==> src/rtl/posl_tx_ctrl.sv <==
// Frame sequencer for the parallel-to-serial shifter: start bit, DATA_W data bits MSB first, stop bit(s).
// Latency: first START cycle follows the accept edge; frame lasts (1+DATA_W+STOP_BITS)*CLK_DIV cycles.
// Backpressure: in_ready only in IDLE or the final stop cycle; a word offered while busy is held by the source.
module posl_tx_ctrl #(
    parameter int DATA_W    = 8,
    parameter int CLK_DIV   = 4,
    parameter int STOP_BITS = 1
) (
    input  logic              clk,
    input  logic              reset,
    input  logic [DATA_W-1:0] in_data,
    input  logic              in_valid,
    output logic              in_ready,
    input  logic              ser_in,
    output logic              sh_load,
    output logic [DATA_W-1:0] sh_data,
    output logic              sh_shift,
    output logic              tx_line,
    output logic              busy,
    output logic              frame_done
);

    localparam int DIV_W = (CLK_DIV > 1) ? $clog2(CLK_DIV) : 1;
    localparam int BIT_W = (DATA_W > 2) ? $clog2(DATA_W) : 1;

    typedef enum logic [1:0] {
        ST_IDLE,
        ST_START,
        ST_DATA,
        ST_STOP
    } state_t;

    state_t              r_state;
    state_t              w_state_nxt;
    logic [DIV_W-1:0]    r_div_cnt;
    logic [DIV_W-1:0]    w_div_nxt;
    // Counts data bits in DATA and stop bits in STOP; cleared on every state change.
    logic [BIT_W-1:0]    r_bit_cnt;
    logic [BIT_W-1:0]    w_bit_nxt;
    logic [DATA_W-1:0]   r_sh_data;
    logic                w_tick;
    logic                w_last_stop;
    logic                w_accept;

    assign w_tick      = (r_div_cnt == DIV_W'(CLK_DIV - 1));
    assign w_last_stop = (r_state == ST_STOP) && w_tick && (r_bit_cnt == BIT_W'(STOP_BITS - 1));
    assign in_ready    = (r_state == ST_IDLE) || w_last_stop;
    assign w_accept    = in_valid && in_ready;
    assign sh_data     = r_sh_data;
    assign busy        = (r_state != ST_IDLE);
    assign frame_done  = w_last_stop;

    // State, divider and bit counters, plus the captured word handed to the shifter.
    always_ff @(posedge clk or negedge reset) begin
        if (!reset) begin
            r_state   <= ST_IDLE;
            r_div_cnt <= '0;
            r_bit_cnt <= '0;
            r_sh_data <= '0;
        end else begin
            r_state   <= w_state_nxt;
            r_div_cnt <= w_div_nxt;
            r_bit_cnt <= w_bit_nxt;
            if (w_accept) begin
                r_sh_data <= in_data;
            end
        end
    end

    // Next-state, counter updates and per-state line/strobe outputs.
    always_comb begin
        w_state_nxt = r_state;
        w_div_nxt   = r_div_cnt;
        w_bit_nxt   = r_bit_cnt;
        tx_line     = 1'b1;
        sh_load     = 1'b0;
        sh_shift    = 1'b0;
        case (r_state)
            ST_IDLE: begin
                w_div_nxt = '0;
                w_bit_nxt = '0;
                if (w_accept) begin
                    w_state_nxt = ST_START;
                end
            end
            ST_START: begin
                tx_line = 1'b0;
                // START lasts a whole bit period, so div_cnt==0 marks its first cycle.
                sh_load = (r_div_cnt == '0);
                if (w_tick) begin
                    w_state_nxt = ST_DATA;
                    w_div_nxt   = '0;
                    w_bit_nxt   = '0;
                end else begin
                    w_div_nxt = r_div_cnt + DIV_W'(1);
                end
            end
            ST_DATA: begin
                tx_line = ser_in;
                if (w_tick) begin
                    w_div_nxt = '0;
                    if (r_bit_cnt == BIT_W'(DATA_W - 1)) begin
                        // The last bit is already at the MSB; no shift is needed.
                        w_state_nxt = ST_STOP;
                        w_bit_nxt   = '0;
                    end else begin
                        sh_shift  = 1'b1;
                        w_bit_nxt = r_bit_cnt + BIT_W'(1);
                    end
                end else begin
                    w_div_nxt = r_div_cnt + DIV_W'(1);
                end
            end
            ST_STOP: begin
                tx_line = 1'b1;
                if (w_tick) begin
                    w_div_nxt = '0;
                    if (w_last_stop) begin
                        w_bit_nxt   = '0;
                        // Back-to-back frames skip IDLE entirely.
                        w_state_nxt = w_accept ? ST_START : ST_IDLE;
                    end else begin
                        w_bit_nxt = r_bit_cnt + BIT_W'(1);
                    end
                end else begin
                    w_div_nxt = r_div_cnt + DIV_W'(1);
                end
            end
            default: begin
                w_state_nxt = ST_IDLE;
                w_div_nxt   = '0;
                w_bit_nxt   = '0;
            end
        endcase
    end

endmodule
==> config.mk <==
export PLATFORM = sky130hd
export DESIGN_NAME = posl_tx_ctrl
export DESIGN_NICKNAME = d
export VERILOG_FILES = /design/src/rtl/posl_tx_ctrl.sv
export SDC_FILE = /design/constraint.sdc
export NUM_CORES = 1
export LEC_CHECK = 0
export CORE_MARGIN = 1
export CORE_UTILIZATION = 42
export CTS_CLUSTER_SIZE = 8
export DETAILED_ROUTE_END_ITERATION = 7
export PLACE_DENSITY = 0.87
export SYNTH_ARGS = -nofsm -noshare
export SYNTH_HDL_FRONTEND = slang
export SYNTH_SLANG_ARGS = --single-unit
==> constraint.sdc <==
create_clock -name clk -period 1.7 [get_ports clk]
set_clock_uncertainty 0.2 [all_clocks]
set_input_delay 0.425 -clock clk [delete_from_list [all_inputs] [get_ports clk]]
set_output_delay 0.425 -clock clk [all_outputs]
set_load 0.05 [all_outputs]
==> results of run 1 <==
-- kinds of logic after synthesis --
kind of cell	Yosys count	synth area share
multiplexers	12	0.1442
flip-flops	15	0.4121
AO/OA/AOI/OAI	13	0.1497
adder cells (fa/ha/maj)	9	0.1236
AND/OR/NAND/NOR	14	0.1071
buffers and inverters	11	0.06318
-- timing repair --
| action | in CTS |
|---|---|
| setup buffers | 10 |
| endpoints found under the setup margin | 18 |
| pin swaps | 7 |
| gates resized for setup | 37 |
| hold endpoints to repair | 0 |
-- metrics by stage --
stage	hold slack [ns]	util	setup WS, ns
4_1_cts	0.2680	0.8863	-0.4078
2_1_floorplan	-0.07059	-	-0.2248
3_3_place_gp	0.3178	0.7463	-0.2087
3_5_place_dp	0.3427	0.7463	-0.3479
==> metrics.md, run 1 <==
| Metric | Value |
|---|---|
| Error msg | `[ERROR DPL-0033] detailed placement checks failed during check placement.` |
| Fail Step | `global routing` |
| Post-Syn Area | `910.9 um2` |
| Dpl hpwl | `1815 um` |
| Rows | `16` |
| Post-DP Area | `1494 um2` |
| Largest net degree at the start of global routing | `16` |
| Synth area leaders | `dfrtp_1 (41%), ha_1 (12%), mux2_2 (9.9%), mux2i_1 (3.3%), inv_1 (3.3%)` |
| # IOs | `26` |
| Maximum buffer depth of the clock tree | `2` |
| Cts hold-fix bufs | `0` |
| Synth warn | `0` |
| Inserted Clock Buffers | `3` |
| Synth Instances | `74` |
| Die Span X | `48.57 um` |
| Synth Net Count | `95` |
| Port bufs | `25` |
| Synth top area share | `0.4121` |
| Count leader, synth | `dfrtp_1` |
| Ys async rst share | `1.000` |
| GP Congestion | `0.8225` |
| Post-synth EDFFs | `0` |
| Max H-tree Level | `1` |
| Post-synth top cells | `dfrtp_1 (15), ha_1 (9), inv_1 (8), mux2_2 (8), nor3_1 (4)` |
| Worst EP kind | `primary output` |
| Sequential area share after synthesis | `0.4121` |
| Ys flop type | `dfrtp_1` |
| Syn_area_per_cell | `12.31 um2` |
| Post-synthesis cell type count | `28` |
| Clk sinks | `15` |
| Status | `did not finish` |
| Synthesized flop and latch total | `15` |
| Number of antenna violations at the first check in global routing | `0` |
| Die Ht | `48.57 um` |
| Clk root buf | `clkbuf_4` |
| Inst Count DP | `145` |
| Post-GRT worst EP | `sh_shift` |
| Initial cell density of the core | `0.4550` |
| Cell taking the most area after synthesis | `dfrtp_1` |
==> run 2: changes to the inputs <==
Settings changed: CORE_AREA set to 2 2 63 65, CORE_MARGIN 1 to not set, CORE_UTILIZATION 42 to not set, CTS_CLUSTER_SIZE 8 to not set, DIE_AREA set to 0 0 65 67, PLACE_DENSITY 0.87 to not set, PLACE_DENSITY_LB_ADDON set to 0.15.
Clock period 1.7 ns to 2.2 ns, I/O delays scaled along.
==> run 2 against run 1 <==
Net effect: synthesized cell count is the same; synthesized area did not move; the flow now finishes, with violations (negative setup slack).
==> metrics.md, run 2 <==
| Metric | Value |
|---|---|
| Worst slew margin | `0.6769` |
| Rows | `22` |
| Failing checks | `negative setup slack` |
| Maximum buffer depth of the clock tree | `2` |
| Synth Instances | `74` |
| Cell taking the most area after synthesis | `dfrtp_1` |
| Syn_area_per_cell | `12.31 um2` |
| Fill cells | `365` |
| VDD IR max | `906.9 uV` |
| Number of antenna violations at the first check in global routing | `0` |
| CP max FO | `4` |
| Post-synthesis cell type count | `28` |
| Most common library cell in the layout ignoring fill and taps | `buf_4` |
| Max FFs per register | `8` |
| Critical Path Sink Type | `primary output` |
| Static Leakage | `0.0006280 uW` |
| WL/cell | `11.78 um` |
| Port bufs | `25` |
| Die Span X | `65 um` |
| Fin worst setup slack | `-0.03288 ns` |
| Max H-tree Level | `1` |
| Min Tclk post-route | `2.233 ns` |
| Final-report max-slew violation count | `0` |
| # DRC | `0` |
| Setup_tns | `-0.03288 ns` |
| Max-cap violations | `0` |
| Worst Path Arrival | `1.48 ns` |
| Clk Latency, worst-skew pair | `0.24 ns` |
| Synth warn | `0` |
| # nets final | `133` |
| Post-synth top cells | `dfrtp_1 (15), ha_1 (9), inv_1 (8), mux2_2 (8), nor3_1 (4)` |
| Synth Net Count | `95` |
| Setup violators final | `1` |
| Commonest cells after routing, fill and taps aside | `buf_4 (19), dfrtp_1 (15), clkdlybuf4s50_1 (11)` |
| Synth area leaders | `dfrtp_1 (41%), ha_1 (12%), mux2_2 (9.9%), mux2i_1 (3.3%), inv_1 (3.3%)` |
| Ys async rst share | `1.000` |
| Post-Syn Area | `910.9 um2` |
| Detailed Routing Iterations Pass 1 | `3` |
| CP startpoint kind | `register` |
| Critical path class | `register to primary output` |
| Count leader, synth | `dfrtp_1` |
| First-pass GRT wire length | `3325 um` |
| Largest net degree at the start of global routing | `16` |
| Initial cell density of the core | `0.2526` |
| Sequential area share after synthesis | `0.4121` |
| Dpl hpwl | `1394 um` |
| GP Congestion | `0.6665` |
| Final Hold Slack | `0.3135 ns` |
| Die Ht | `67 um` |
| Ant. Diodes | `0` |
| Status | `finished, violations left` |
| Share of cells above drive strength 1 | `0.5315` |
| Clk sinks | `15` |
| Post-DP Area | `1284 um2` |
| Vias per cell | `4.308` |
| Crit path required time | `1.45 ns` |
| Worst-margin pin slew | `0.4810 ns` |
| Final instance area | `1403 um2` |
| # IOs | `26` |
| Total Routed Length | `1873 um` |
| Vias in the first global route | `730` |
| Clk root buf | `clkbuf_8` |
| Final hold violations | `0` |
| Area grow syn2layout | `53.98%` |
| Ys flop type | `dfrtp_1` |
| RSZ-0062 raised after global routing | `true` |
| Synthesized flop and latch total | `15` |
| Drt initial violations | `7` |
| Vias post-DR | `685` |
| Overall Power | `2396 uW` |
| GRT Overall Usage | `0.1005` |
| Gr ovfl total | `0` |
| Pwr/cell area | `1708 nW/um2` |
| Fmax achieved | `447.9 MHz` |
| Post-synth EDFFs | `0` |
| CTS tree | `yes` |
| DIE AREA | `4355 um2` |
| Worst hold path class | `register to register` |
| Inserted Clock Buffers | `3` |
| Clock-pin slew on the worst setup and hold paths | `0.06 ns` |
| Final period utilization | `1.015` |
| Synth top area share | `0.4121` |
| Area of the core | `3606 um2` |
| Routed Antenna Nets | `0` |
run 2: timing repair:
action                     CTS  global route
resized for setup           10             4
pin swaps                    3             1
hold buffers                 0             0
buffers inserted             4             1
setup endpoints to repair    4             4
run 2: through the flow:
step	cells	worst slack, ns	util
global placement	150	0.04277	0.3560
global route	159	-0.07406	0.3890
finish	159	-0.03288	0.3890
CTS	158	-0.02411	0.3848
floorplan	74	-0.05130	-
detailed placement	150	0.03687	0.3560
run 2: area by class of cell:
class	instances	area, um2	share of cell area
clock inverter	1	5.005	0.003568
timing repair buffer	36	372.9	0.2658
inverter	8	30.03	0.02141
tap	48	60.06	0.04282
sequential	15	375.4	0.2676
clock buffer	3	41.29	0.02944
multi-input combinational	48	518.0	0.3693
run 2: cells by family after synthesis:
family,Yosys count,synth area share
AND/OR/NAND/NOR,14,0.1071
AO/OA/AOI/OAI,13,0.1497
multiplexers,12,0.1442
buffers and inverters,11,0.06318
flip-flops,15,0.4121
adder cells (fa/ha/maj),9,0.1236
run 2: worst paths after layout:
kind | cells after the start | start | endpoint | slack (ns)
setup / recovery | 4 | r_state[1] | in_ready | -0.03
hold / removal | 1 | sh_data[3] | sh_data[3] | 0.31
setup reg to reg | 5 | r_state[1] | sh_data[1] | 0.22
hold reg to reg | 1 | sh_data[3] | sh_data[3] | 0.31
max in group asynchronous | 2 | reset | sh_data[2] | 1.20
min in group asynchronous | 2 | reset | sh_data[6] | 0.42
run 2: power by group:
group | switching, uW | leakage [uW] | internal, uW
Sequential | 89.1 | 0.000182 | 415
Clock | 93.3 | 0.0000255 | 125
Combinational | 908 | 0.000421 | 766
run 2: layer usage:
layer	up-vias	part of all wire	global-route usage	wire (um)
li1	335	-	-	-
met1	330	0.42	0.1207	785
met2	18	0.52	0.1778	975
met3	2	0.055	0.02196	103
met4	0	0.0048	0.03191	9
met5	-	0	0	0
run 2: worst max-delay path: stages (launching register included):
cell	delay, ns
dfrtp_1	0.41
ha_2	0.20
and4b_2	0.24
or2_4	0.24
buf_12	0.15
No activity file was read; power rests on OpenSTA's default activity.
==> run 3: changes to the inputs <==
Settings changed: ABC_AREA set to 0.
==> results of run 3 <==
Same layout as run 2: the final DEF is identical, and so are final timing and power.
==> run 4: changes to the inputs <==
Settings changed: GPL_TIMING_DRIVEN set to 0.
==> run 4 against run 3 <==
Net effect: the run still ends with negative setup slack left; power decreased by 0.14%; setup slack got worse by 0.0064 ns; via count unchanged; combinational power about the same; die area unchanged; count of clock-buffer cells in the layout unchanged; non-clock buffer count increased by 1; routed wire length increased by 3.2%; first-iteration DRC count unchanged; register-to-register slack got worse by 0.07 ns.
==> metrics.md, run 4 (synthesis gave the netlist of run 2 again) <==
| Metric | Value |
|---|---|
| Status | `finished, violations left` |
| Failing checks | `negative setup slack` |
| CP startpoint kind | `register` |
| CTS tree | `yes` |
| Share of cells above drive strength 1 | `0.4732` |
| Worst hold path class | `register to register` |
| Most common library cell in the layout ignoring fill and taps | `clkdlybuf4s50_1` |
| Largest net degree at the start of global routing | `16` |
| Routed Antenna Nets | `0` |
| Ant. Diodes | `0` |
| Setup violators final | `1` |
| # DRC | `0` |
| Rows | `22` |
| Fmax achieved | `446.6 MHz` |
| Area of the core | `3606 um2` |
| Post-DP Area | `1226 um2` |
| VDD IR max | `619.4 uV` |
| Crit path required time | `1.45 ns` |
| Vias in the first global route | `702` |
| Number of antenna violations at the first check in global routing | `0` |
| Pre-CTS setup slack | `-0.5435 ns` |
| Clk root buf | `clkbuf_8` |
| Commonest cells after routing, fill and taps aside | `clkdlybuf4s50_1 (19), dfrtp_1 (15), buf_4 (11)` |
| Max H-tree Level | `1` |
| Cts hold-fix bufs | `0` |
| # IOs | `26` |
| Detailed Routing Iterations Pass 1 | `2` |
| Clk sinks | `15` |
| Final-report max-slew violation count | `0` |
| Worst slew margin | `0.5304` |
| Static Leakage | `0.0006154 uW` |
| Total Routed Length | `1933 um` |
| # nets final | `134` |
| Die Span X | `65 um` |
| Pwr/cell area | `1693 nW/um2` |
| Maximum buffer depth of the clock tree | `2` |
| Worst-margin pin slew | `0.7022 ns` |
| Critical Path Sink Type | `primary output` |
| Port bufs | `25` |
| GP Congestion | `0.6204` |
| Final instance area | `1414 um2` |
| Max FFs per register | `8` |
| Inserted Clock Buffers | `3` |
| Slowest cell on crit path | `dfrtp_1` |
| Worst-path cell chain | `ha_2 > and4b_2 > or2_4 > buf_8` |
| CP max FO | `3` |
| First-pass GRT wire length | `3167 um` |
| Drt initial violations | `7` |
| Fin worst setup slack | `-0.03928 ns` |
| DIE AREA | `4355 um2` |
| Vias post-DR | `685` |
| RSZ-0062 raised after global routing | `true` |
| Clock-pin slew on the worst setup and hold paths | `0.06 ns` |
| Final period utilization | `1.018` |
| WL/cell | `12.08 um` |
| Max stage delay on crit path | `0.39 ns` |
| Max-cap violations | `0` |
| Gr ovfl total | `0` |
| Vias per cell | `4.281` |
| Dpl hpwl | `1345 um` |
| Worst Path Arrival | `1.49 ns` |
| GRT Overall Usage | `0.09526` |
| Setup_tns | `-0.03928 ns` |
| Die Ht | `67 um` |
| Final hold violations | `0` |
| Critical path class | `register to primary output` |
| Overall Power | `2393 uW` |
| Fill cells | `359` |
| Min Tclk post-route | `2.239 ns` |
| Initial cell density of the core | `0.2526` |
| Area grow syn2layout | `55.22%` |
| Clk Latency, worst-skew pair | `0.24 ns` |
-- run 4: worst paths after layout --
check	start	end	slack (ns)	cells past startpoint
worst max-delay path	r_div_cnt[1]	in_ready	-0.04	4
worst max register to register	r_state[1]	r_state[1]	0.15	6
max in group asynchronous	reset	r_state[1]	0.83	1
min in group asynchronous	reset	sh_data[4]	0.53	1
worst min register to register	sh_data[2]	sh_data[2]	0.31	1
worst min-delay path	sh_data[2]	sh_data[2]	0.31	1
-- run 4: what timing repair did --
action | in CTS | in global routing
setup endpoints to repair | 6 | 5
pin swaps | 6 | 6
gates resized for setup | 51 | 9
setup buffers | 7 | 4
-- run 4: per-stage QoR --
stage          hold slack, ns  utilization  instances
2_1_floorplan         0.05441            -         74
3_3_place_gp           0.2653       0.3400        147
3_5_place_dp           0.2847       0.3400        147
4_1_cts                0.3117       0.3754        156
5_1_grt                0.3308       0.3921        160
6_report               0.3073       0.3921        160
-- run 4: final cells by class --
type	count	area (um2)	share of cell area
multi-input combinational	48	555.5	0.3929
clock buffer	3	41.29	0.02920
buffer	1	11.26	0.007965
sequential	15	375.4	0.2655
tap	48	60.06	0.04248
timing repair buffer	36	335.3	0.2372
clock inverter	1	5.005	0.003540
inverter	8	30.03	0.02124
-- run 4: metal layers --
layer	share of wire	GRT usage
met5	0	0
met1	0.43	0.1118
met2	0.51	0.1611
met3	0.058	0.02872
met4	0.0047	0.03989
-- run 4: power by group --
part | switching [uW] | leakage [uW] | internal, uW
registers | 94.6 | 0.000182 | 415
logic | 905 | 0.000408 | 756
clock network | 97.4 | 0.0000255 | 125
-- run 4: worst max-delay path: cells and delay by family, from the launching register on --
| family | cells | cell delay, ns |
|---|---|---|
| buf+inv | 1 | 0.15 |
| fa+ha+maj | 1 | 0.20 |
| flops | 1 | 0.39 |
| simple gates | 2 | 0.50 |
